<file path="src/rtl/rename_regfile_ckpt_pkg.sv">
// Shared constants for the rename register file and its checkpoint stack.
package rename_regfile_ckpt_pkg;

   localparam int ENTRY_WIDTH_DEF = 4;
   localparam int CKPT_DEPTH_DEF  = 4;
   localparam int CKPT_WIDTH_DEF  = 2;

   localparam logic [ENTRY_WIDTH_DEF-1:0] ENTRY_NULL = '0;
   localparam logic [4:0]                 REG_NULL   = 5'd0;
   localparam logic                       TRUE       = 1'b1;
   localparam logic                       FALSE      = 1'b0;

endpackage

</file>
<file path="src/rtl/rename_ckpt_stack.sv">
// Circular stack of busy/tag snapshots; commits clear matching tags in every slot.
module rename_ckpt_stack
   import rename_regfile_ckpt_pkg::*;
#(
   parameter int REG_NUM     = 32,
   parameter int ENTRY_WIDTH = ENTRY_WIDTH_DEF,
   parameter int CKPT_DEPTH  = CKPT_DEPTH_DEF,
   parameter int CKPT_WIDTH  = CKPT_WIDTH_DEF
) (
   input  logic                                 clk,
   input  logic                                 rst_n,
   input  logic                                 en,
   input  logic                                 flush,
   input  logic                                 save,
   input  logic [REG_NUM-1:0]                   save_busy,
   input  logic [REG_NUM-1:0][ENTRY_WIDTH-1:0]  save_tag,
   input  logic                                 release_ckpt,
   input  logic                                 restore,
   input  logic [CKPT_WIDTH-1:0]                restore_id,
   input  logic                                 commit_valid,
   input  logic [4:0]                           commit_rd,
   input  logic [ENTRY_WIDTH-1:0]               commit_tag,
   output logic [REG_NUM-1:0]                   restore_busy,
   output logic [REG_NUM-1:0][ENTRY_WIDTH-1:0]  restore_tag,
   output logic                                 ckpt_full,
   output logic [CKPT_WIDTH-1:0]                ckpt_id
);

   logic [CKPT_DEPTH-1:0][REG_NUM-1:0]                  snap_busy;
   logic [CKPT_DEPTH-1:0][REG_NUM-1:0][ENTRY_WIDTH-1:0] snap_tag;
   logic [CKPT_WIDTH-1:0] head, tail, head_rel, diff;
   logic [CKPT_WIDTH:0]   count, count_rel;
   logic                  commit_hit, save_ok, rel_ok;

   assign commit_hit = commit_valid && (commit_rd != REG_NULL);
   assign ckpt_full  = (count == (CKPT_WIDTH+1)'(CKPT_DEPTH));
   assign ckpt_id    = tail;
   assign save_ok    = save && !ckpt_full;
   assign rel_ok     = release_ckpt && (count != '0);
   // release is applied before a same-cycle restore computes the new count
   assign head_rel   = head + CKPT_WIDTH'(rel_ok);
   assign count_rel  = count - (CKPT_WIDTH+1)'(rel_ok);
   assign diff       = restore_id - head_rel;

   always_comb begin
      restore_busy = snap_busy[restore_id];
      restore_tag  = snap_tag[restore_id];
      if (commit_hit && restore_tag[commit_rd] == commit_tag)
         restore_busy[commit_rd] = FALSE;
   end

   always_ff @(posedge clk or negedge rst_n) begin
      if (!rst_n) begin
         snap_busy <= '0;
         snap_tag  <= '0;
         head      <= '0;
         tail      <= '0;
         count     <= '0;
      end else if (en) begin
         for (int unsigned i = 0; i < CKPT_DEPTH; i++) begin
            if (commit_hit && snap_tag[CKPT_WIDTH'(i)][commit_rd] == commit_tag)
               snap_busy[CKPT_WIDTH'(i)][commit_rd] <= FALSE;
         end
         if (flush) begin
            head  <= '0;
            tail  <= '0;
            count <= '0;
         end else if (restore) begin
            head  <= head_rel;
            tail  <= restore_id + CKPT_WIDTH'(1);
            count <= (CKPT_WIDTH+1)'(diff) + (CKPT_WIDTH+1)'(1);
         end else begin
            head <= head_rel;
            if (save_ok) begin
               snap_busy[tail] <= save_busy;
               snap_tag[tail]  <= save_tag;
               tail            <= tail + CKPT_WIDTH'(1);
               count           <= count_rel + (CKPT_WIDTH+1)'(1);
            end else begin
               count <= count_rel;
            end
         end
      end
   end

endmodule

</file>
<file path="src/rtl/rename_regfile_ckpt.sv">
// Architectural register file with rename busy/tag table and checkpointed recovery.
module rename_regfile_ckpt
   import rename_regfile_ckpt_pkg::*;
#(
   parameter int XLEN        = 32,
   parameter int REG_NUM     = 32,
   parameter int ENTRY_WIDTH = ENTRY_WIDTH_DEF,
   parameter int CKPT_DEPTH  = CKPT_DEPTH_DEF,
   parameter int CKPT_WIDTH  = CKPT_WIDTH_DEF
) (
   input  logic                    clk,
   input  logic                    rst_in,
   input  logic                    rdy_in,
   input  logic                    issue_valid,
   input  logic [4:0]              issue_rd,
   input  logic [ENTRY_WIDTH-1:0]  issue_rob_id,
   input  logic                    issue_ckpt,
   output logic [CKPT_WIDTH-1:0]   ckpt_id,
   output logic                    ckpt_full,
   input  logic [4:0]              rs1_in,
   input  logic [4:0]              rs2_in,
   output logic [ENTRY_WIDTH-1:0]  Qj,
   output logic [ENTRY_WIDTH-1:0]  Qk,
   output logic                    Bj,
   output logic                    Bk,
   output logic [XLEN-1:0]         Vj,
   output logic [XLEN-1:0]         Vk,
   input  logic                    commit_valid,
   input  logic [4:0]              commit_rd,
   input  logic [ENTRY_WIDTH-1:0]  commit_rob_id,
   input  logic [XLEN-1:0]         commit_value,
   input  logic                    commit_ckpt_release,
   input  logic                    restore_valid,
   input  logic [CKPT_WIDTH-1:0]   restore_id,
   input  logic                    flush
);

   logic [REG_NUM-1:0][XLEN-1:0]        value;
   logic [REG_NUM-1:0]                  busy, busy_nxt, restore_busy;
   logic [REG_NUM-1:0][ENTRY_WIDTH-1:0] tag, tag_nxt, restore_tag;
   logic [1:0]                          src_busy;
   logic [1:0][ENTRY_WIDTH-1:0]         src_tag;
   logic [1:0][XLEN-1:0]                src_val;
   logic                                commit_hit, issue_hit;

   assign commit_hit = commit_valid && (commit_rd != REG_NULL);
   assign issue_hit  = issue_valid && (issue_rd != REG_NULL);

   // post-update table: commit clear first, issue overrides it
   always_comb begin
      busy_nxt = busy;
      tag_nxt  = tag;
      if (commit_hit && tag[commit_rd] == commit_rob_id)
         busy_nxt[commit_rd] = FALSE;
      if (issue_hit) begin
         busy_nxt[issue_rd] = TRUE;
         tag_nxt[issue_rd]  = issue_rob_id;
      end
   end

   always_comb begin
      logic [4:0] rs;
      for (int unsigned p = 0; p < 2; p++) begin
         rs = (p == 0) ? rs1_in : rs2_in;
         src_busy[1'(p)] = FALSE;
         src_tag[1'(p)]  = ENTRY_WIDTH'(ENTRY_NULL);
         src_val[1'(p)]  = '0;
         if (rs != REG_NULL) begin
            src_tag[1'(p)] = tag[rs];
            if (busy[rs] && commit_valid && commit_rd == rs && commit_rob_id == tag[rs])
               src_val[1'(p)] = commit_value;
            else if (busy[rs])
               src_busy[1'(p)] = TRUE;
            else
               src_val[1'(p)] = value[rs];
         end
      end
   end

   assign Bj = src_busy[0];
   assign Bk = src_busy[1];
   assign Qj = src_tag[0];
   assign Qk = src_tag[1];
   assign Vj = src_val[0];
   assign Vk = src_val[1];

   always_ff @(posedge clk or negedge rst_in) begin
      if (!rst_in) begin
         value <= '0;
         busy  <= '0;
         tag   <= '0;
      end else if (rdy_in) begin
         if (commit_hit)
            value[commit_rd] <= commit_value;
         if (flush) begin
            busy <= '0;
         end else if (restore_valid) begin
            busy <= restore_busy;
            tag  <= restore_tag;
         end else begin
            busy <= busy_nxt;
            tag  <= tag_nxt;
         end
      end
   end

   rename_ckpt_stack #(
      .REG_NUM     (REG_NUM),
      .ENTRY_WIDTH (ENTRY_WIDTH),
      .CKPT_DEPTH  (CKPT_DEPTH),
      .CKPT_WIDTH  (CKPT_WIDTH)
   ) u_ckpt_stack (
      .clk          (clk),
      .rst_n        (rst_in),
      .en           (rdy_in),
      .flush        (flush),
      .save         (issue_ckpt),
      .save_busy    (busy_nxt),
      .save_tag     (tag_nxt),
      .release_ckpt (commit_ckpt_release),
      .restore      (restore_valid),
      .restore_id   (restore_id),
      .commit_valid (commit_valid),
      .commit_rd    (commit_rd),
      .commit_tag   (commit_rob_id),
      .restore_busy (restore_busy),
      .restore_tag  (restore_tag),
      .ckpt_full    (ckpt_full),
      .ckpt_id      (ckpt_id)
   );

endmodule

</file>
<file path="config.mk">
export PLATFORM = sky130hd
export DESIGN_NAME = rename_regfile_ckpt
export DESIGN_NICKNAME = d
export VERILOG_FILES = /design/src/rtl/rename_regfile_ckpt_pkg.sv /design/src/rtl/rename_ckpt_stack.sv /design/src/rtl/rename_regfile_ckpt.sv
export SDC_FILE = /design/constraint.sdc
export NUM_CORES = 2
export LEC_CHECK = 0
export CAP_MARGIN = 20
export CORE_MARGIN = 2
export CORE_UTILIZATION = 55
export DETAILED_ROUTE_END_ITERATION = 10
export PLACE_DENSITY = 0.71
export SLEW_MARGIN = 40
export SYNTH_ARGS = -nofsm -noshare
export SYNTH_HDL_FRONTEND = slang
export SYNTH_SLANG_ARGS = --single-unit
export TNS_END_PERCENT = 100
</file>
<file path="constraint.sdc">
create_clock -name clk -period 8.8 [get_ports clk]
set_input_delay 1.76 -clock clk [delete_from_list [all_inputs] [get_ports clk]]
set_output_delay 1.76 -clock clk [all_outputs]
set_load 0.005 [all_outputs]
</file>
==> impl_results.md <==
* DRC at 0
* # setup viols final at 0
* Critical path data arrival time at 6.14 ns
* CTS clk-pin slew, worst paths at about 0.06 ns
* Worst hold path class: reg2reg
* Initial antenna violation count at 9
* Comb power frac at 16.7%
* Layout Area Growth over Synthesis at 10.7%
* Post-Syn Nets at 7841
* R2R depth at 8
* Filler cells at roughly 14000
* Total power at around 0.023 W
* Post-synthesis register bit count at 1831
* Worst Path Buf+Inv at 3
* Avg WL per Cell at between 30 and 40 µm
* Int Pwr at approximately 0.017 W
* Max_cap viols at 0
* Max stage delay on crit path at ~0.6 ns
* Initial Utilization at a little under three fifths
* Antenna Nets Post-Route at 0
* Final WS setup at 0.903 ns
* Peak supply drop at 157 µV
* Worst-Skew Late Latency at slightly below 0.9 ns
* Syn_area_per_cell at 13.1 µm²
* NetSw at 0.00618 W
* Non-Filler Cell Area, Final at approximately 110000 µm²
* Synth top area share at between 40 and 50%
* Final Hold Fails at 0
* Via/cell ratio at 7.23
* Rows at 157
* Outcome: finished, final reports clean
* Area contributors post-synth: dfrtp_1 (45%), mux4_2 (24%), mux2_2 (11%)
* Relative slew slack at about a third
* DR iter-0 viols at 9400
* Syn Inst Count at between 7000 and 8000
* Yosys cell types at 70
* Clock Skew at about 0.094 ns
* Final setup TNS at 0 ns
* PD cells at 201 nW/µm²
* EDFF count, synth at 0
* CTS Root Buffer Type: clkbuf_16
* Synth Cell Area at 102000 µm²
* R2R Setup Slk at approximately 4.8 ns
* Gr usage total at between 30% and 40%
* Setup crit end kind: output pin
* Critical path's most frequent cell: mux4_2
* Maximum clock insertion buffer count at 3
* Synth async-reset ratio at 100%
* RSZ-0062 raised after global routing: false
* Post-CTS sizing at 0
* FMAX at approximately 0.13 GHz
* Largest net degree at the start of global routing at around 170
* CP max stage cell: nor2_4
* Pleak at ~47 nW
* Top delay family on crit path: multiplexers
* Most common cell in the netlist: dfrtp_1
* Fraction of layout cells with a size suffix above 1 at between 30% and 40%
* Sink Count at 1831
* Crit path max fanout at 43
* Grt ovf at 0
* Io pins at ~150
* CP startpoint kind: input pin
* Clock power share at between 30% and 40%
* Final slew viol count at 0
* Routed wire length at 331000 µm
* Final Wtd Congestion at slightly below 1
* Hold-critical path depth at 0
* Nets at 7550
* Buffers on Ports at between 100 and 150
* CP cell instances: buf_8 > mux4_2 > mux4_2 > mux2i_1 > xor2_1 > nand4_1 > nor2_4 > buf_4 > o2bb2ai_1 > clkdlybuf4s50_1
* Req. time, crit path at 7.04 ns
* Pre-CTS setup slack at between 1 and 1.5 ns
* DP Wirelength at about 200000 µm
* Commonest cells post-synth: dfrtp_1 (1831), mux4_2 (1073), mux2_2 (1000)
* Minimum clock period at 7.90 ns
* Prevailing post-synth register cell: dfrtp_1
* Sequential fraction of design power at 44.3%
* Num CTS Buffers at 194
* Register area share after synthesis at ~45%
* Core Area at ~180000 µm²
* H-tree levels at 4
* Sw Ratio at a little over a quarter
* Die width at around 430 µm
* Setup CP Type: in2out
* Critical path depth in cells at 10
* Yosys top cell by area: dfrtp_1
* Setup bufs post-CTS at 0
* TritonCTS clock tree: done
* Die height at between 400 and 500 µm
* First-pass GRT wire length at around 500000 µm
* Placed standard-cell area at 106000 µm²
* Vias at approximately 73000
* Vias in the first global route at approximately 73000
* Yosys warnings at 0
* Die area at approximately 190000 µm²
* Initial DRT Pass Iterations at 8
* Hold_buf cts at 0
* Worst-margin pin slew at a little over 1 ns
* Period utilization at 89.7%
-- logic make-up (layout without fill, tap and decap cells) --
family                     count (synthesis)  count (layout)  synth area share, %
other                                      0               6                    0
buffers and inverters                    882             751                 3.60
DFF                                     1831            1831                 45.0
AOI/OAI and AO/OA                       1393            1393                 8.20
adders and majority gates                  6               6               0.0737
muxes                                   2345            2345                 37.5
xor gates and xnor gates                  43              43                0.370
and+or+nand+nor                         1264            1264                 5.31
-- cells in the final DEF (no fill, tap or decap), types with 89 or more instances in the layout --
master	n
a21oi_1	170
a22oi_1	89
buf_4	110
clkbuf_16	197
clkdlybuf4s50_1	101
dfrtp_1	1831
mux2_2	1000
mux2i_1	272
mux4_2	1073
nand2_1	783
nor2_1	192
o211ai_1	120
o21ai_0	770
-- state kept, by name (all words and copies together), names as in the netlist --
name and count:
busy 32, tag 128, u_ckpt_stack.ckpt_id 2, u_ckpt_stack.count 3
u_ckpt_stack.head 2, u_ckpt_stack.snap_busy 128, u_ckpt_stack.snap_tag 512, value 1024
-- area by class of cell --
type | instances | area (µm²) | share of cell area (%)
Tap cell | 2464 | 3080 | 2.74
Multi-Input combinational cell | 5051 | 53100 | 47.1
Antenna cell | 6 | 15.0 | 0.0133
Clock buffer | 277 | 5770 | 5.12
Inverter | 63 | 236 | 0.210
Clock inverter | 79 | 1160 | 1.03
Sequential cell | 1831 | 45800 | 40.7
Timing Repair Buffer | 332 | 3570 | 3.16
-- metrics by stage --
step                      util [%]  std cells  hold WS [ns]
final                         61.4      10100         0.397
after detailed placement      57.6       9736         0.383
after global routing          61.4      10100         0.409
after global placement        57.3       9717         0.377
after floorplan                  -       7764         0.441
after CTS                     61.3      10100         0.397
-- layer usage --
layer | vias to the layer above | global-route usage, % | share of wire, %
met5 | - | 0.615 | 0.075
met4 | 16 | 19.0 | 6.4
met3 | 1233 | 10.3 | 11
met2 | 4606 | 53.0 | 45
met1 | 38100 | 47.4 | 37
li1 | 29100 | - | -
-- power groups by stage --
stage               clock [W]  combinational [W]  sequential [W]
floorplan                   0            0.00265         0.00989
CTS                   0.00892            0.00376          0.0100
finish                0.00884            0.00380          0.0101
global route          0.00927            0.00405          0.0102
detailed placement          0            0.00374          0.0102
global placement            0            0.00362          0.0101
-- final timing paths --
path	start	to
max	rs1_in[0]	Vj[26]
min	value[29]$_DFFE_PN0P_	value[29]$_DFFE_PN0P_
max reg2reg	u_ckpt_stack.snap_tag[507]$_DFFE_PN0P_	busy[12]$_DFFE_PN0P_
min reg2reg	value[29]$_DFFE_PN0P_	value[29]$_DFFE_PN0P_
max in group asynchronous	rst_in	u_ckpt_stack.snap_tag[159]$_DFFE_PN0P_
min in group asynchronous	rst_in	value[328]$_DFFE_PN0P_
Power figures use the tool's default switching activity.
